**src/rtl/mem_port_arbiter_if.sv**
```systemverilog
// Pipeline-side request/grant/return signals plus the unified memory port of mem_port_arbiter.
// slave is the arbiter's view; master is the view of the stages and memory that surround it.
interface mem_port_arbiter_if #(
  parameter int ADDR_W = 10,
  parameter int DATA_W = 32
);
  logic              halt;
  logic              if_req;
  logic [ADDR_W-1:0] if_addr;
  logic              if_gnt;
  logic              if_rvalid;
  logic [DATA_W-1:0] if_rdata;
  logic              d_req;
  logic              d_we;
  logic [ADDR_W-1:0] d_addr;
  logic [DATA_W-1:0] d_wdata;
  logic              d_gnt;
  logic              d_rvalid;
  logic [DATA_W-1:0] d_rdata;
  logic              mem_en;
  logic              mem_we;
  logic [ADDR_W-1:0] mem_addr;
  logic [DATA_W-1:0] mem_wdata;
  logic [DATA_W-1:0] mem_rdata;
  logic [15:0]       stat_if_cnt;
  logic [15:0]       stat_d_cnt;

  modport slave (
    input  halt, if_req, if_addr, d_req, d_we, d_addr, d_wdata, mem_rdata,
    output if_gnt, if_rvalid, if_rdata, d_gnt, d_rvalid, d_rdata,
           mem_en, mem_we, mem_addr, mem_wdata, stat_if_cnt, stat_d_cnt
  );

  modport master (
    output halt, if_req, if_addr, d_req, d_we, d_addr, d_wdata, mem_rdata,
    input  if_gnt, if_rvalid, if_rdata, d_gnt, d_rvalid, d_rdata,
           mem_en, mem_we, mem_addr, mem_wdata, stat_if_cnt, stat_d_cnt
  );
endinterface

```
**src/rtl/mem_port_arbiter.sv**
```systemverilog
// Shares one memory port between fetch and load/store: data has priority, fetch wins after STARVE_MAX losses.
// Grant counters are built only when ARB_STATS_EN is defined; otherwise the stat ports read zero.
module mem_port_arbiter #(
  parameter int ADDR_W     = 10,
  parameter int DATA_W     = 32,
  parameter int MEM_LAT    = 1,
  parameter int STARVE_MAX = 4
) (
  input  logic              clk,
  input  logic              rst,
  mem_port_arbiter_if.slave bus
);
  typedef enum logic {OWN_IF = 1'b0, OWN_D = 1'b1} owner_e;

  localparam logic [3:0] STARVE_LIM = 4'(STARVE_MAX);

  logic              if_win;
  logic              if_gnt;
  logic              d_gnt;
  logic              rd_new;
  owner_e            own_new;
  logic [ADDR_W-1:0] win_addr;
  logic [DATA_W-1:0] win_wdata;
  logic              if_rvalid;
  logic              d_rvalid;

  logic [3:0]         starve_q, starve_d;
  logic [MEM_LAT-1:0] tag_vld_q, tag_vld_d;
  logic [MEM_LAT-1:0] tag_own_q, tag_own_d;

  // Grants are gated by rst so every output reads zero while reset is held.
  always_comb begin
    if_win    = bus.if_req && (!bus.d_req || (starve_q == STARVE_LIM));
    if_gnt    = !rst && !bus.halt && if_win;
    d_gnt     = !rst && !bus.halt && bus.d_req && !if_win;
    rd_new    = if_gnt || (d_gnt && !bus.d_we);
    own_new   = d_gnt ? OWN_D : OWN_IF;
    win_addr  = '0;
    win_wdata = '0;
    if (d_gnt) begin
      win_addr  = bus.d_addr;
      win_wdata = bus.d_we ? bus.d_wdata : '0;
    end else if (if_gnt) begin
      win_addr  = bus.if_addr;
    end
  end

  always_comb begin
    starve_d = starve_q;
    if (!bus.halt) begin
      if (!bus.if_req || if_gnt) begin
        starve_d = '0;
      end else if (d_gnt && (starve_q < STARVE_LIM)) begin
        starve_d = starve_q + 4'd1;
      end
    end
  end

  // Return tags advance one stage per cycle; the tail lines up with mem_rdata.
  always_comb begin
    tag_vld_d    = '0;
    tag_own_d    = '0;
    tag_vld_d[0] = rd_new;
    tag_own_d[0] = own_new;
    for (int i = 1; i < MEM_LAT; i++) begin
      tag_vld_d[i] = tag_vld_q[i-1];
      tag_own_d[i] = tag_own_q[i-1];
    end
  end

  always_ff @(posedge clk or posedge rst) begin
    if (rst) begin
      starve_q  <= '0;
      tag_vld_q <= '0;
      tag_own_q <= '0;
    end else begin
      starve_q  <= starve_d;
      tag_vld_q <= tag_vld_d;
      tag_own_q <= tag_own_d;
    end
  end

  assign if_rvalid = tag_vld_q[MEM_LAT-1] && (tag_own_q[MEM_LAT-1] == OWN_IF);
  assign d_rvalid  = tag_vld_q[MEM_LAT-1] && (tag_own_q[MEM_LAT-1] == OWN_D);

  assign bus.if_gnt    = if_gnt;
  assign bus.d_gnt     = d_gnt;
  assign bus.mem_en    = if_gnt | d_gnt;
  assign bus.mem_we    = d_gnt & bus.d_we;
  assign bus.mem_addr  = win_addr;
  assign bus.mem_wdata = win_wdata;
  assign bus.if_rvalid = if_rvalid;
  assign bus.d_rvalid  = d_rvalid;
  assign bus.if_rdata  = if_rvalid ? bus.mem_rdata : '0;
  assign bus.d_rdata   = d_rvalid ? bus.mem_rdata : '0;

`ifdef ARB_STATS_EN
  logic [15:0] stat_if_q, stat_if_d;
  logic [15:0] stat_d_q, stat_d_d;

  always_comb begin
    stat_if_d = stat_if_q;
    stat_d_d  = stat_d_q;
    if (if_gnt && (stat_if_q != 16'hFFFF)) stat_if_d = stat_if_q + 16'd1;
    if (d_gnt && (stat_d_q != 16'hFFFF))   stat_d_d  = stat_d_q + 16'd1;
  end

  always_ff @(posedge clk or posedge rst) begin
    if (rst) begin
      stat_if_q <= '0;
      stat_d_q  <= '0;
    end else begin
      stat_if_q <= stat_if_d;
      stat_d_q  <= stat_d_d;
    end
  end

  assign bus.stat_if_cnt = stat_if_q;
  assign bus.stat_d_cnt  = stat_d_q;
`else
  assign bus.stat_if_cnt = 16'h0000;
  assign bus.stat_d_cnt  = 16'h0000;
`endif
endmodule

```
**src/flat_wrapper.sv**
```systemverilog
// flat-port wrapper written by rule: the top's interface ports become plain ports
module mem_port_arbiter_flat 
#(
  parameter int ADDR_W     = 10,
  parameter int DATA_W     = 32,
  parameter int MEM_LAT    = 1,
  parameter int STARVE_MAX = 4
)
  (clk, rst, bus_halt, bus_if_req, bus_if_addr, bus_d_req, bus_d_we, bus_d_addr, bus_d_wdata, bus_mem_rdata, bus_if_gnt, bus_if_rvalid, bus_if_rdata, bus_d_gnt, bus_d_rvalid, bus_d_rdata, bus_mem_en, bus_mem_we, bus_mem_addr, bus_mem_wdata, bus_stat_if_cnt, bus_stat_d_cnt);
  mem_port_arbiter_if #(.ADDR_W(ADDR_W), .DATA_W(DATA_W)) bus_i ();
  input  logic clk;
  input  logic rst;
  input wire logic [$bits(bus_i.halt)-1:0] bus_halt;
  input wire logic [$bits(bus_i.if_req)-1:0] bus_if_req;
  input wire logic [$bits(bus_i.if_addr)-1:0] bus_if_addr;
  input wire logic [$bits(bus_i.d_req)-1:0] bus_d_req;
  input wire logic [$bits(bus_i.d_we)-1:0] bus_d_we;
  input wire logic [$bits(bus_i.d_addr)-1:0] bus_d_addr;
  input wire logic [$bits(bus_i.d_wdata)-1:0] bus_d_wdata;
  input wire logic [$bits(bus_i.mem_rdata)-1:0] bus_mem_rdata;
  output wire logic [$bits(bus_i.if_gnt)-1:0] bus_if_gnt;
  output wire logic [$bits(bus_i.if_rvalid)-1:0] bus_if_rvalid;
  output wire logic [$bits(bus_i.if_rdata)-1:0] bus_if_rdata;
  output wire logic [$bits(bus_i.d_gnt)-1:0] bus_d_gnt;
  output wire logic [$bits(bus_i.d_rvalid)-1:0] bus_d_rvalid;
  output wire logic [$bits(bus_i.d_rdata)-1:0] bus_d_rdata;
  output wire logic [$bits(bus_i.mem_en)-1:0] bus_mem_en;
  output wire logic [$bits(bus_i.mem_we)-1:0] bus_mem_we;
  output wire logic [$bits(bus_i.mem_addr)-1:0] bus_mem_addr;
  output wire logic [$bits(bus_i.mem_wdata)-1:0] bus_mem_wdata;
  output wire logic [$bits(bus_i.stat_if_cnt)-1:0] bus_stat_if_cnt;
  output wire logic [$bits(bus_i.stat_d_cnt)-1:0] bus_stat_d_cnt;
  assign bus_i.halt = bus_halt;
  assign bus_i.if_req = bus_if_req;
  assign bus_i.if_addr = bus_if_addr;
  assign bus_i.d_req = bus_d_req;
  assign bus_i.d_we = bus_d_we;
  assign bus_i.d_addr = bus_d_addr;
  assign bus_i.d_wdata = bus_d_wdata;
  assign bus_i.mem_rdata = bus_mem_rdata;
  assign bus_if_gnt = bus_i.if_gnt;
  assign bus_if_rvalid = bus_i.if_rvalid;
  assign bus_if_rdata = bus_i.if_rdata;
  assign bus_d_gnt = bus_i.d_gnt;
  assign bus_d_rvalid = bus_i.d_rvalid;
  assign bus_d_rdata = bus_i.d_rdata;
  assign bus_mem_en = bus_i.mem_en;
  assign bus_mem_we = bus_i.mem_we;
  assign bus_mem_addr = bus_i.mem_addr;
  assign bus_mem_wdata = bus_i.mem_wdata;
  assign bus_stat_if_cnt = bus_i.stat_if_cnt;
  assign bus_stat_d_cnt = bus_i.stat_d_cnt;
  mem_port_arbiter #(.ADDR_W(ADDR_W), .DATA_W(DATA_W), .MEM_LAT(MEM_LAT), .STARVE_MAX(STARVE_MAX)) u_core (.clk(clk), .rst(rst), .bus(bus_i));
endmodule
```
**config.mk**
```make
export PLATFORM = sky130hd
export DESIGN_NAME = mem_port_arbiter_flat
export DESIGN_NICKNAME = d
export VERILOG_FILES = /design/src/rtl/mem_port_arbiter_if.sv /design/src/rtl/mem_port_arbiter.sv /design/src/flat_wrapper.sv
export SDC_FILE = /design/constraint.sdc
export NUM_CORES = 1
export LEC_CHECK = 0
export ABC_AREA = 1
export CORE_AREA = 4 4 88 90
export DETAILED_ROUTE_END_ITERATION = 8
export DIE_AREA = 0 0 92 94
export GPL_TIMING_DRIVEN = 0
export HOLD_SLACK_MARGIN = 0.1
export PLACE_DENSITY = 0.77
export SYNTH_ARGS = -nofsm -noshare
export SYNTH_HDL_FRONTEND = slang
export SYNTH_SLANG_ARGS = --single-unit
```
**constraint.sdc**
```tcl
create_clock -name clk -period 4.62 [get_ports clk]
set_input_delay 1.155 -clock clk [delete_from_list [all_inputs] [get_ports clk]]
set_output_delay 1.155 -clock clk [all_outputs]
set_load 0.02 [all_outputs]
```
======== Yosys cells after proc, flatten, opt, wreduce, memory -nomap -nowiden ========
Cells that the tools add are included.
word-level totals
  bits in registers ....................... 6
  input port bits ......................... 90
  output and inout port bits .............. 144
  logic and storage cells ................. 39
operators by class
  add/sub/neg operators ................... 1
  $lt $le $gt $ge ......................... 1
  equal/unequal tests ..................... 1
  multiplexer cells ....................... 9
  bitwise logic cells ..................... 4
  reduce and logical (&&, ||, !) cells .... 20
operators by type and width
  kind                                                  count
  two-way mux 32 bit                                    4
  two-way mux 10 bit                                    2
  logical AND 1 bit                                     9
  two-way mux 4 bit                                     2
  zero test 1 bit                                       6
  adder 4 x 1 -> 4 bit (second input constant)          1
  equality test 4 x 3 -> 1 bit (second input constant)  1
  < comparator 4 x 3 -> 1 bit (second input constant)   1
  logical OR 1 bit                                      3
  NOT 1 bit                                             2
  AND reduction 2 bit                                   1
  nonzero test 2 bit                                    1
  AND 1 bit                                             1
  two-way mux 1 bit                                     1
  OR 1 bit                                              1

======== Logic depth before layout (Yosys ltp) ========
  depth in word-level cells ............... 8
  mapped depth ............................ 10
  mapped depth without buffers ............ 10

======== Least setup slack after synthesis ========
OpenSTA, ideal clock, no wires.
  kind .................................... in2out
  from .................................... input bus_d_we
  to ...................................... output bus_mem_wdata[21]
  arrival ................................. 1,929 ps
  path slack .............................. 1,536 ps
  stages .................................. 4
  path through ............................ buf_2 -> clkbuf_1 -> nand2_1 -> nor2_1
on the way
  word-level cells in the longest chain between the ends .. 2
ends and longest elaborated chain
  item                line                    RTL
  from (decl)         flat_wrapper.sv:17      input wire logic [$bits(bus_i.d_we)-1:0] bus_d_we;
  two-way mux 32 bit  mem_port_arbiter.sv:42  win_wdata = bus.d_we ? bus.d_wdata : '0;
  two-way mux 32 bit  mem_port_arbiter.sv:40  if (d_gnt) begin
  to (decl)           flat_wrapper.sv:30      output wire logic [$bits(bus_i.mem_wdata)-1:0] bus_mem_wdata;
No other way between the ends.

======== Final worst setup path ========
  from .................................... input bus_halt
  to ...................................... output bus_mem_addr[4]
on the way
  word-level cells in the longest chain between the ends .. 5
  elaborated cells between the ends (all ways) .. 7
ends and longest elaborated chain
  item                                                     line                                            RTL
  from (decl)                                              flat_wrapper.sv:13                              input wire logic [$bits(bus_i.halt)-1:0] bus_halt;
  zero test 1 bit (*)                                      mem_port_arbiter.sv:34, mem_port_arbiter.sv:35
  logical AND 1 bit (*)                                    mem_port_arbiter.sv:34, mem_port_arbiter.sv:35
  logical AND 1 bit (on tied branches)                     mem_port_arbiter.sv:34, mem_port_arbiter.sv:35
  two-way mux 10 bit or logical AND 1 bit (tied branches)  mem_port_arbiter.sv:43, mem_port_arbiter.sv:35
  two-way mux 10 bit (*)                                   mem_port_arbiter.sv:40
  to (decl)                                                flat_wrapper.sv:29                              output wire logic [$bits(bus_i.mem_addr)-1:0] bus_mem_addr;
Every way passes the cells marked *; elsewhere a longest branch is shown, timed or not.

==> results.json <==
{
  "pwr-share-seq_pct": 16.0,
  "tns_ns": 0,
  "cts_tree": "done",
  "yosys_warnings": 0,
  "cp-start-kind": "primary input",
  "syn_to_final_growth_pct": 159,
  "hold_viol": 0,
  "drc": 0,
  "power_leakage_nw": 1.81,
  "p_per_area_nw_per_um2": 105,
  "finalClockSkew_ns": 0.00224,
  "cts_hold_buf": 0,
  "worstSetupEndpointType": "primary output",
  "drive_gt1_share_pct": 9.71,
  "grt_max_degree": 12,
  "layout.nets": 619,
  "antenna_found_initial": 0,
  "switchingPower_mw": 0.142,
  "finalCritPeriodShare_pct": 90.1,
  "io_pins": 234,
  "outcome": "finished clean",
  "grt_usage_pct": 15.0,
  "ys.flop_type": "dfrtp_1",
  "synth_common_cells": "102 x nor2_1, 72 x nand2_1, 42 x inv_1",
  "ys_ff_latch": 6,
  "crit_family": "buffers and inverters",
  "die_h_um": 94,
  "cts.reportedPaths.clkPinSlew_ns": 0.03,
  "yosys.area.top_type": "nor2_1",
  "cts_buffers": 3,
  "cts_resized": 0,
  "switching_share_pct": 36.2,
  "clockBufferDepth": 2,
  "wire_per_inst_um": 11.2,
  "critPathBufInv": 4,
  "cp_cell_sequence": "clkdlybuf4s50_1, nor3b_4, nand2_4, inv_2, buf_6, nand2_1, nand2_1, clkdlybuf4s50_1",
  "synth_cell_type_count": 21,
  "die-area_sq_um": 8650,
  "ir_worst_vdd_mv": 0.0804,
  "avgSynthCellArea_sq_um": 4.94,
  "rows": 31,
  "worstSkewPairLatency_ns": 0.22,
  "fin_total_pwr_mw": 0.391,
  "dr.pass1.iters": 4,
  "netlist_area_sq_um": 1440,
  "intPower_mw": 0.249,
  "core_area_sq_um": 7060,
  "routed_wl_mm": 6.97,
  "fmax_ghz": 0.240,
  "crit_path_max_fanout": 11,
  "comb_power_share_pct": 64.1,
  "fin_crit_ns": 4.16,
  "crit_required_ns": 3.46,
  "cts_root_buffer": "clkbuf_8",
  "synth_cells": 291,
  "grt_overflow": 0,
  "gp_congestion": 0.739,
  "htree_levels": 1,
  "first_global_vias": 2294,
  "slew_viol_final": 0,
  "post_drt_via_cell_ratio": 3.72,
  "nFillCells": 683,
  "hp-class": "reg -> reg",
  "clock_sinks": 6,
  "setup_viol": 0,
  "rsz0062_at_grt": "no",
  "synth.top_cell.area_share_pct": 26.6,
  "setup.worst_path.class": "in -> out",
  "die-width_um": 92,
  "synthTopCellsByArea": "nor2_1 27%, nand2_1 19%, buf_4 17%, inv_1 11%, dfrtp_1 10%",
  "synth_edf_count": 0,
  "slowest_stage": "clkdlybuf4s50_1",
  "async_flop_share_pct": 100,
  "antenna_left": 0,
  "hpwlAfterDp_mm": 6.29,
  "initial_core_util_pct": 20.4,
  "grt_pass1_wl_mm": 10.6,
  "synth_most_common_cell": "nor2_1",
  "cp_data_arrival_time_ns": 3.01,
  "cap_violations": 0,
  "synth_seq_area_share_pct": 10.4,
  "portBuffers": 200,
  "p_clk_share_pct": 19.9,
  "vias": 2321,
  "antenna_cells": 0,
  "post_cts_buffers": 0,
  "drt_iter0_drc": 49,
  "max_stage_delay_ns": 0.62
}
final cells by class:
type | count | area [sq um] | area share, %
flip-flops and latches | 6 | 150 | 4.03
well taps | 99 | 124 | 3.33
multi-input cells | 224 | 920 | 24.7
plain buffers | 47 | 317 | 8.50
inverters | 45 | 169 | 4.54
repair buffers | 200 | 2000 | 53.8
clock buffers | 3 | 41.3 | 1.11
power by group through the flow:
stage / registers (mW) / logic [mW] / clock network (mW)
after floorplan: 0.0621 / 0.126 / 0
after global placement: 0.0630 / 0.247 / 0
after detailed placement: 0.0633 / 0.250 / 0
after CTS: 0.0627 / 0.251 / 0.0802
after global routing: 0.0635 / 0.272 / 0.0841
final: 0.0626 / 0.250 / 0.0777
registers in the layout, summed over array words and instances (netlist names):
register	count
u_core.tag_own_q	1
u_core.tag_vld_q	1
u_core.starve_q	4
path summary, 6_finish.rpt:
| kind | start | slack (ns) | cells after the start | to |
|---|---|---|---|---|
| max | bus_halt | 0.46 | 8 | bus_mem_addr[4] |
| min | u_core.starve_q[1] | 0.51 | 2 | u_core.starve_q[1] |
| max reg2reg | u_core.starve_q[0] | 3.15 | 9 | u_core.starve_q[2] |
| min reg2reg | u_core.starve_q[1] | 0.51 | 2 | u_core.starve_q[1] |
| max in group asynchronous | rst | 3.16 | 2 | u_core.tag_own_q |
| min in group asynchronous | rst | 1.27 | 2 | u_core.starve_q[2] |
worst reg2reg max path: stages (launching register included):
cell,delay [ns]
dfrtp_1,0.38
inv_1,0.06
ha_1,0.19
nand3_1,0.10
nand2_2,0.08
a21boi_0,0.24
nand2_2,0.13
nand2_1,0.12
nand2_1,0.06
nand2_1,0.05
cell families (layout without fill, tap and decap cells):
family	after synthesis	in the layout	share of synthesized area [%]
AND/OR/NAND/NOR	186	186	52.0
buffers and inverters	92	295	33.7
flip-flops	6	6	10.4
AO/OA/AOI/OAI	3	3	1.22
adder cells (fa/ha/maj)	2	2	1.74
other	1	32	0.261
XOR/XNOR	1	1	0.609
cells in the final DEF (no fill, tap or decap), drive strengths merged:
master,n
conb,32
nor3b,1
buf,38
clkdlybuf4s50,200
ha,2
a21boi,1
dfrtp,6
o21ai,1
nand2,76
nor2,103
clkbuf,12
inv,45
nand3,6
a21oi,1
xnor2,1
per-layer routing:
metal | vias up | global-route usage (%) | wire, um
met3 | 6 | 5.13 | 829
met1 | 944 | 15.1 | 2410
met4 | 0 | 4.70 | 85
li1 | 1229 | - | -
met5 | - | 0 | 0
met2 | 142 | 28.7 | 3640
per-stage QoR:
| stage | utilization (%) | hold slack, ns | std cells | instance area [sq um] | setup slack, ns |
|---|---|---|---|---|---|
| after detailed placement | 52.1 | 0.499 | 621 | 3680 | 0.443 |
| after floorplan | - | 0.467 | 322 | 1560 | 1.54 |
| after global routing | 52.7 | 0.553 | 624 | 3720 | 0.320 |
| final | 52.7 | 0.505 | 624 | 3720 | 0.457 |
| after global placement | 52.1 | 0.491 | 621 | 3680 | 0.444 |
| after CTS | 52.7 | 0.508 | 624 | 3720 | 0.425 |
(Power assumes the default switching activity.)
